--- src/rtl/step_seq_pkg.sv ---
// Shared types for the step sequencer: state encoding
// and step counter width.
package step_seq_pkg;

  typedef enum logic [1:0] {
    IDLE = 2'd0,
    RUN  = 2'd1,
    DONE = 2'd2
  } stateT;

  localparam int STEP_W = 16;

endpackage

--- src/rtl/tick_gen.sv ---
// Free-running divider producing a one-clk tick
// every TICK_DIV clocks.
module tick_gen #(
  parameter int TICK_DIV = 600000
) (
  input  logic clk,
  input  logic rstInput,
  output logic tick
);

  localparam int CW = $clog2(TICK_DIV);
  localparam logic [CW-1:0] LAST = CW'(TICK_DIV - 1);

  logic [CW-1:0] count;

  always_ff @(posedge clk) begin
    if (rstInput) begin
      count <= '0;
    end else if (tick) begin
      count <= '0;
    end else begin
      count <= count + CW'(1);
    end
  end

  assign tick = (count == LAST);

endmodule

--- src/rtl/step_sequencer.sv ---
// Button-driven step sequencer: counts led up once per
// tick for N_STEPS ticks per run, with abort and repeat.
module step_sequencer
  import step_seq_pkg::*;
#(
  parameter int LED_W    = 4,
  parameter int TICK_DIV = 600000,
  parameter int N_STEPS  = 8
) (
  input  logic             clk,
  input  logic             rstInput,
  input  logic             goInput,
  input  logic             abortInput,
  input  logic             modeRepeat,
  output logic [LED_W-1:0] led,
  output logic             busy,
  output logic             doneSig
);

  localparam logic [STEP_W-1:0] LAST_STEP =
    STEP_W'(N_STEPS - 1);

  logic goMeta;
  logic goS;
  logic abortMeta;
  logic abortS;
  logic tick;

  stateT state;
  stateT stateNext;

  logic [STEP_W-1:0] stepCnt;
  logic              lastStep;
  logic              ledInc;
  logic              runEntry;

  tick_gen #(
    .TICK_DIV(TICK_DIV)
  ) tickGen (
    .clk     (clk),
    .rstInput(rstInput),
    .tick    (tick)
  );

  // Button levels are asynchronous; two flops each.
  always_ff @(posedge clk) begin
    if (rstInput) begin
      goMeta    <= 1'b0;
      goS       <= 1'b0;
      abortMeta <= 1'b0;
      abortS    <= 1'b0;
    end else begin
      goMeta    <= goInput;
      goS       <= goMeta;
      abortMeta <= abortInput;
      abortS    <= abortMeta;
    end
  end

  always_ff @(posedge clk) begin
    if (rstInput) begin
      state <= IDLE;
    end else begin
      state <= stateNext;
    end
  end

  assign lastStep = (stepCnt == LAST_STEP);

  // Abort overrides everything, including a final-step tick.
  always_comb begin
    stateNext = state;
    if (abortS) begin
      stateNext = IDLE;
    end else begin
      case (state)
        IDLE: begin
          if (tick && goS) begin
            stateNext = RUN;
          end
        end
        RUN: begin
          if (tick && lastStep) begin
            stateNext = DONE;
          end
        end
        DONE: begin
          if (tick && modeRepeat && goS) begin
            stateNext = RUN;
          end else if (tick && !goS) begin
            stateNext = IDLE;
          end
        end
        default: stateNext = IDLE;
      endcase
    end
  end

  assign ledInc   = (state == RUN) && tick && !abortS;
  assign runEntry = (state != RUN) && (stateNext == RUN);

  // led is never cleared on run entry, only by reset.
  always_ff @(posedge clk) begin
    if (rstInput) begin
      led     <= '0;
      stepCnt <= '0;
    end else begin
      if (runEntry) begin
        stepCnt <= '0;
      end else if (ledInc) begin
        stepCnt <= stepCnt + STEP_W'(1);
      end
      if (ledInc) begin
        led <= led + LED_W'(1);
      end
    end
  end

  always_comb begin
    busy    = (state == RUN);
    doneSig = (state == DONE);
  end

endmodule
--- config.mk ---
export PLATFORM = sky130hd
export DESIGN_NAME = step_sequencer
export DESIGN_NICKNAME = d
export VERILOG_FILES = /design/src/rtl/step_seq_pkg.sv /design/src/rtl/tick_gen.sv /design/src/rtl/step_sequencer.sv
export SDC_FILE = /design/constraint.sdc
export NUM_CORES = 1
export LEC_CHECK = 0
export BUFFER_PORTS_ARGS = -buffer_cell sky130_fd_sc_hd__buf_4
export CORE_ASPECT_RATIO = 0.7
export CORE_UTILIZATION = 25
export DETAILED_ROUTE_END_ITERATION = 8
export PLACE_DENSITY = 0.42
export SYNTH_ARGS = -nofsm -noshare
export SYNTH_HDL_FRONTEND = slang
export SYNTH_SLANG_ARGS = --single-unit
--- constraint.sdc ---
create_clock -name clk -period 1.8 [get_ports clk]
set_input_delay 0.18 -clock clk [delete_from_list [all_inputs] [get_ports clk]]
set_output_delay 0.18 -clock clk [all_outputs]
set_load 0.01 [all_outputs]
# Yosys cells after proc, flatten, opt, wreduce, memory -nomap -nowiden
# Index checks and enable logic that the tools add are counted.
[totals]
register_bits = 46
latch_bits = 0
mem_bits_rw = 0
rom_bits = 0
inputBits = 5
output_inout_bits = 6
elab_cells = 36
memories = 0
[classes]
add_sub_neg = 3
n_mul = 0
div_mod_pow = 0
order_cmp = 0
n_eq_ne = 6
shift = 0
n_mux = 6
bitwise_logic = 0
reduce_logical = 13
[ops]
columns = ["op", "count"]
rows = [
  ["adder 20 x 1 -> 20 bit, second input constant", 1],
  ["== test 20 bit, second input constant", 1],
  ["adder 16 x 1 -> 16 bit, second input constant", 1],
  ["== test 16 x 3 -> 1 bit, second input constant", 1],
  ["two-way mux 2 bit", 5],
  ["logical AND 1 bit", 8],
  ["case mux 2 bit (3 select lines)", 1],
  ["adder 4 x 1 -> 4 bit, second input constant", 1],
  ["== test 2 x 1 -> 1 bit, second input constant", 2],
  ["OR reduction 2 bit", 2],
  ["== test 2 bit, second input constant", 1],
  ["zero test 1 bit", 2],
  ["zero test 2 bit", 1],
  ["!= test 2 x 1 -> 1 bit, second input constant", 1],
]

# Logic depth before layout (Yosys ltp)
[depth]
word_depth = 9
ltp_mapped = 7
mapped_depth_nobuf = 5

# Cells and area by module
# A second synthesis with hierarchy kept.
[unflattened]
cells_unflattened = 240
hier_area_um2 = 2128.3
[by_module_without_submodules]
columns = ["mod", "instances", "cells_per_inst", "area_per_inst_um2", "seq_area_each_um2"]
rows = [
  ["step_sequencer", 1, 133, 1181.1, 520.5],
  ["tick_gen", 1, 107, 947.2, 400.4],
]

# Worst setup path after synthesis
# OpenSTA, ideal clock, no wires.
[synth_timing]
kind = "reg2reg"
from = "reg tickGen.count[0]"
to = "reg stepCnt[12]"
arrival_ns = 1.669
required_time_ns = 1.730
setup_slack_ns = 0.060
path_stages_with_launch = 7
n_path_buf = 1
synth_period_minus_slack_ns = 1.740
path_cell_list = "dfxtp_1 ha_1 buf_2 and4b_1 nand4b_2 or4_1 a21oi_1"
[synth_between]
elab_chain_len = 9
word_cells_on_any_way = 17
cone_classes = "eq/ne: 2; mux: 6; reduce/logical: 9"
[synth_lines]
columns = ["item", "line", "text"]
rows = [
  ["start: declaration", "tick_gen.sv:14", "logic [CW-1:0] count;"],
  ["start signal: assignment", "tick_gen.sv:22", "count <= count + CW'(1);"],
  ["== test 20 bit *", "tick_gen.sv:26", "assign tick = (count == LAST);"],
  ["logical AND 1 bit, on equally long branches", "step_sequencer.sv:90, step_sequencer.sv:88", ""],
  ["two-way mux 2 bit / logical AND 1 bit (equally long branches)", "step_sequencer.sv:90, step_sequencer.sv:88", ""],
  ["two-way mux 2 bit", "step_sequencer.sv:88", "if (tick && modeRepeat && goS) begin"],
  ["case mux 2 bit (3 select lines)", "step_sequencer.sv:76", "case (state)"],
  ["two-way mux 2 bit", "step_sequencer.sv:73", "if (abortS) begin"],
  ["== test 2 x 1 -> 1 bit", "step_sequencer.sv:100", "assign runEntry = (state != RUN) && (stateNext == RUN);"],
  ["logical AND 1 bit", "step_sequencer.sv:100", ""],
  ["OR reduction 2 bit (no source line)", "--", ""],
  ["end signal: assignment", "step_sequencer.sv:111", "stepCnt <= stepCnt + STEP_W'(1);"],
  ["end: declaration", "step_sequencer.sv:32", "logic [STEP_W-1:0] stepCnt;"],
]
# Every way passes the cells marked *; elsewhere a longest branch is shown, timed or not.
# A chain may end at the register's enable or synchronous reset.

# Final worst setup path
[layout_timing]
from = "reg tickGen.count[1]"
to = "reg stepCnt[12]"
# The elaborated chain is that of the path after synthesis.

==> results.json <==
{
  "leakagePower_uw": 0.00112,
  "cts_max_path_buffers": 2,
  "syn_area_per_cell_sq_um": 8.57,
  "ir_drop_mv": 0.368,
  "critPathRequiredTime_ps": 2020,
  "synth_edf_count": 0,
  "ys.flop_type": "dfxtp_1",
  "yosys.area.top_type": "dfxtp_1",
  "n_antenna_cell": 0,
  "setup.worst_path.end_class": "flop",
  "slew_headroom_pct": 74.3,
  "clock_power_share_pct": 46.2,
  "grt_use_met2_pct": 16.4,
  "dp.cells": 430,
  "cts_hold_buffers": 0,
  "cp_slowest_cell": "or4_1",
  "cp_slowest_stage_delay_ps": 500,
  "fillers": 942,
  "io_buffers": 10,
  "p_comb_share_pct": 3.7,
  "numCtsBuffers": 5,
  "drt_iter0_markers": 109,
  "ios": 11,
  "cts.htree.levels": 2,
  "power_switching_uw": 477,
  "yosysWarningCount": 0,
  "globalRouteOverflowTotal": 0,
  "drcViolationCount": 0,
  "ant_nets": 0,
  "via_per_inst": 4.78,
  "wl_per_cell_um": 13.6,
  "max_cap_viol_count": 0,
  "rsz0062_at_grt": "yes",
  "p_seq_share_pct": 50.1,
  "clock.fmax_ghz": 0.573,
  "top_usage_layer": "met1",
  "synth_fp_nets": 279,
  "layout_min_cycle_time_ps": 1740,
  "num_vias": 2108,
  "finalHoldViolations": 0,
  "timing.final.crit_share_pct": 96.9,
  "synth_top_area_share_pct": 39.7,
  "path_buf_inv": 1,
  "track_usage_pct": 13.3,
  "yosysUniqueCellTypes": 42,
  "rows": 29,
  "antenna_found_initial": 0,
  "design_area_sq_um": 3050,
  "clkLatencyLatePin_ps": 290,
  "dr.pass1.iters": 4,
  "ys_seq_area_share_pct": 39.7,
  "min_path_type": "in2reg",
  "ys_ff_latch": 46,
  "p_total_uw": 2060,
  "fin_worst_skew_ps": 10.1,
  "clk_pin_slew_worst_paths_ps": 70,
  "drv_slew": 0,
  "die-area_sq_um": 9680,
  "wl_mm": 6.01,
  "startpoint_type": "flop",
  "dp_hpwl_mm": 4.28,
  "gp_congestion": 0.736,
  "crit_family": "simple AND/OR/NAND/NOR gates",
  "p_per_area_nw_per_um2": 676,
  "crit_fanout": 18,
  "grtUsageMet1_pct": 21.6,
  "grtUsageMet3_pct": 2.85,
  "status": "completed",
  "worst_pin_slew_ps": 381,
  "ys_top_cells_by_area": "dfxtp_1 40%, o21ai_0 4.5%, a21oi_1 4.3%",
  "die_y_um": 82.6,
  "placedInstanceArea_sq_um": 2770,
  "layoutNonFillerInstCount": 441,
  "fin_nets": 324,
  "synth_cells": 271,
  "critPathKind": "reg2reg",
  "cts_tree": "yes",
  "grt_pass1_wl_mm": 9.70,
  "die_w_um": 117,
  "clock-sinks": 46,
  "grt_pass1_vias": 1845,
  "core_area_sq_um": 9030,
  "grt_start_max_net_pins": 25,
  "start_util_pct": 25.7,
  "p_int_uw": 1580,
  "crit_arrival_ps": 1970,
  "cts_root_buf": "clkbuf_16",
  "switching_share_pct": 23.2,
  "path_cells": "ha_1 > and4b_1 > nand4b_2 > buf_6 > or4_1 > a21oi_1",
  "synthesis.area_sq_um": 2320,
  "layout-drive-gt1-share_pct": 26.8,
  "setup_viol": 0,
  "syn_to_final_growth_pct": 31.2,
  "ys_async_sr_fraction_pct": 0
}
## per-stage QoR
stage | hold WS (ps) | setup TNS, ps | utilization [%] | setup slack (ps)
after floorplan | 308 | 0 | - | 60.1
after global placement | 391 | 0 | 30.7 | 47.5
after detailed placement | 394 | 0 | 30.7 | 21.8
after CTS | 87.4 | 0 | 32.4 | 16.2
after global routing | 102 | -215 | 33.7 | -44.0
final | 89.7 | 0 | 33.7 | 55.4
## per-layer routing
| metal | routed length [um] | vias to the layer above |
|---|---|---|
| met3 | 168 | 2 |
| met5 | 0 | - |
| met1 | 3540 | 984 |
| li1 | - | 1094 |
| met2 | 2260 | 28 |
| met4 | 36 | 0 |
## cells by family (layout without fill, tap and decap cells)
| logic type | after synthesis | count (layout) | synth area share, % |
|---|---|---|---|
| multiplexers | 7 | 7 | 3.13 |
| XOR/XNOR | 11 | 11 | 4.15 |
| AND/OR/NAND/NOR | 130 | 130 | 33.9 |
| buffers and inverters | 19 | 65 | 3.77 |
| AO/OA/AOI/OAI | 55 | 55 | 13.7 |
| adder cells (fa/ha/maj) | 3 | 3 | 1.62 |
| flip-flops | 46 | 46 | 39.7 |
## flip-flops by register name (all words and copies together), names as in the netlist
signal         flops
abortMeta          1
abortS             1
goMeta             1
goS                1
led                4
state              2
stepCnt           16
tickGen.count     20
## power by group through the flow
stage / clock, uW / sequential [uW] / combinational [uW]
after floorplan: 0 / 1050 / 38.9
after global placement: 0 / 1060 / 69.3
after detailed placement: 0 / 1060 / 69.5
after CTS: 973 / 1030 / 70.3
after global routing: 1020 / 1030 / 85.9
final: 952 / 1030 / 76.0
## worst paths after layout
kind              slack, ps               end  cells past startpoint              from
hold / removal           90         abortMeta                      2        abortInput
hold reg to reg         410  tickGen.count[0]                      1  tickGen.count[0]
setup / recovery         60       stepCnt[12]                      6  tickGen.count[1]
setup reg to reg         60       stepCnt[12]                      6  tickGen.count[1]
## worst register-to-register path, delay by kind of cell, from the launching register on
| family | cells | cell delay (ps) |
|---|---|---|
| AND/OR/NAND/NOR | 3 | 860 |
| adder cells (fa/ha/maj) | 1 | 160 |
| flip-flops | 1 | 340 |
| AO/OA/AOI/OAI | 1 | 140 |
| buffers and inverters | 1 | 170 |
## repair_timing
action | in CTS | in global routing
endpoints found under the setup margin | 1 | 23
buffers inserted | 0 | 2
pin swaps | 0 | 6
gates cloned | 0 | 1
gates resized for setup | 1 | 27
## layout by cell type, fill, tap and decap left out, types with 6 or more instances in the layout
cell type,netlist,routed
dfxtp_1,46,42
nand2_1,11,11
a21oi_1,20,16
o31ai_1,8,7
nor2_1,24,24
xor2_1,8,8
nand4_1,12,12
nor2b_1,15,15
nand3_1,16,16
buf_4,1,47
inv_1,6,6
o21ai_0,21,21
or3_1,9,9
or4_1,8,6
## Yosys cell counts, types with 2 or more instances
| master | instances |
|---|---|
| buf_2 | 4 |
| and4bb_2 | 2 |
| nor4_1 | 4 |
| nand2_1 | 11 |
| dfxtp_1 | 46 |
| xnor2_1 | 3 |
| and4_1 | 4 |
| xor2_1 | 8 |
| ha_1 | 3 |
| nor2_1 | 24 |
| o21ai_0 | 21 |
| clkbuf_1 | 6 |
| inv_1 | 6 |
| or4_1 | 8 |
| or3_1 | 9 |
| o21bai_1 | 2 |
| nor3_1 | 7 |
| nor2b_1 | 15 |
| and2_1 | 2 |
| nand3_1 | 16 |
| nand4_1 | 12 |
| o31ai_1 | 8 |
| mux2_2 | 2 |
| and4b_1 | 4 |
| and3_1 | 3 |
| a21oi_1 | 20 |
| nand4_2 | 2 |
| mux2i_1 | 5 |
## final cells by class
type	instances	area, sq um	area share [%]
sequential	46	928	30.5
timing repair buffer	51	398	13.1
clock inverter	3	25.0	0.821
inverter	6	22.5	0.739
tap	124	155	5.09
clock buffer	5	125	4.11
multi-input combinational	206	1390	45.7
No activity file was read; power rests on OpenSTA's default activity.
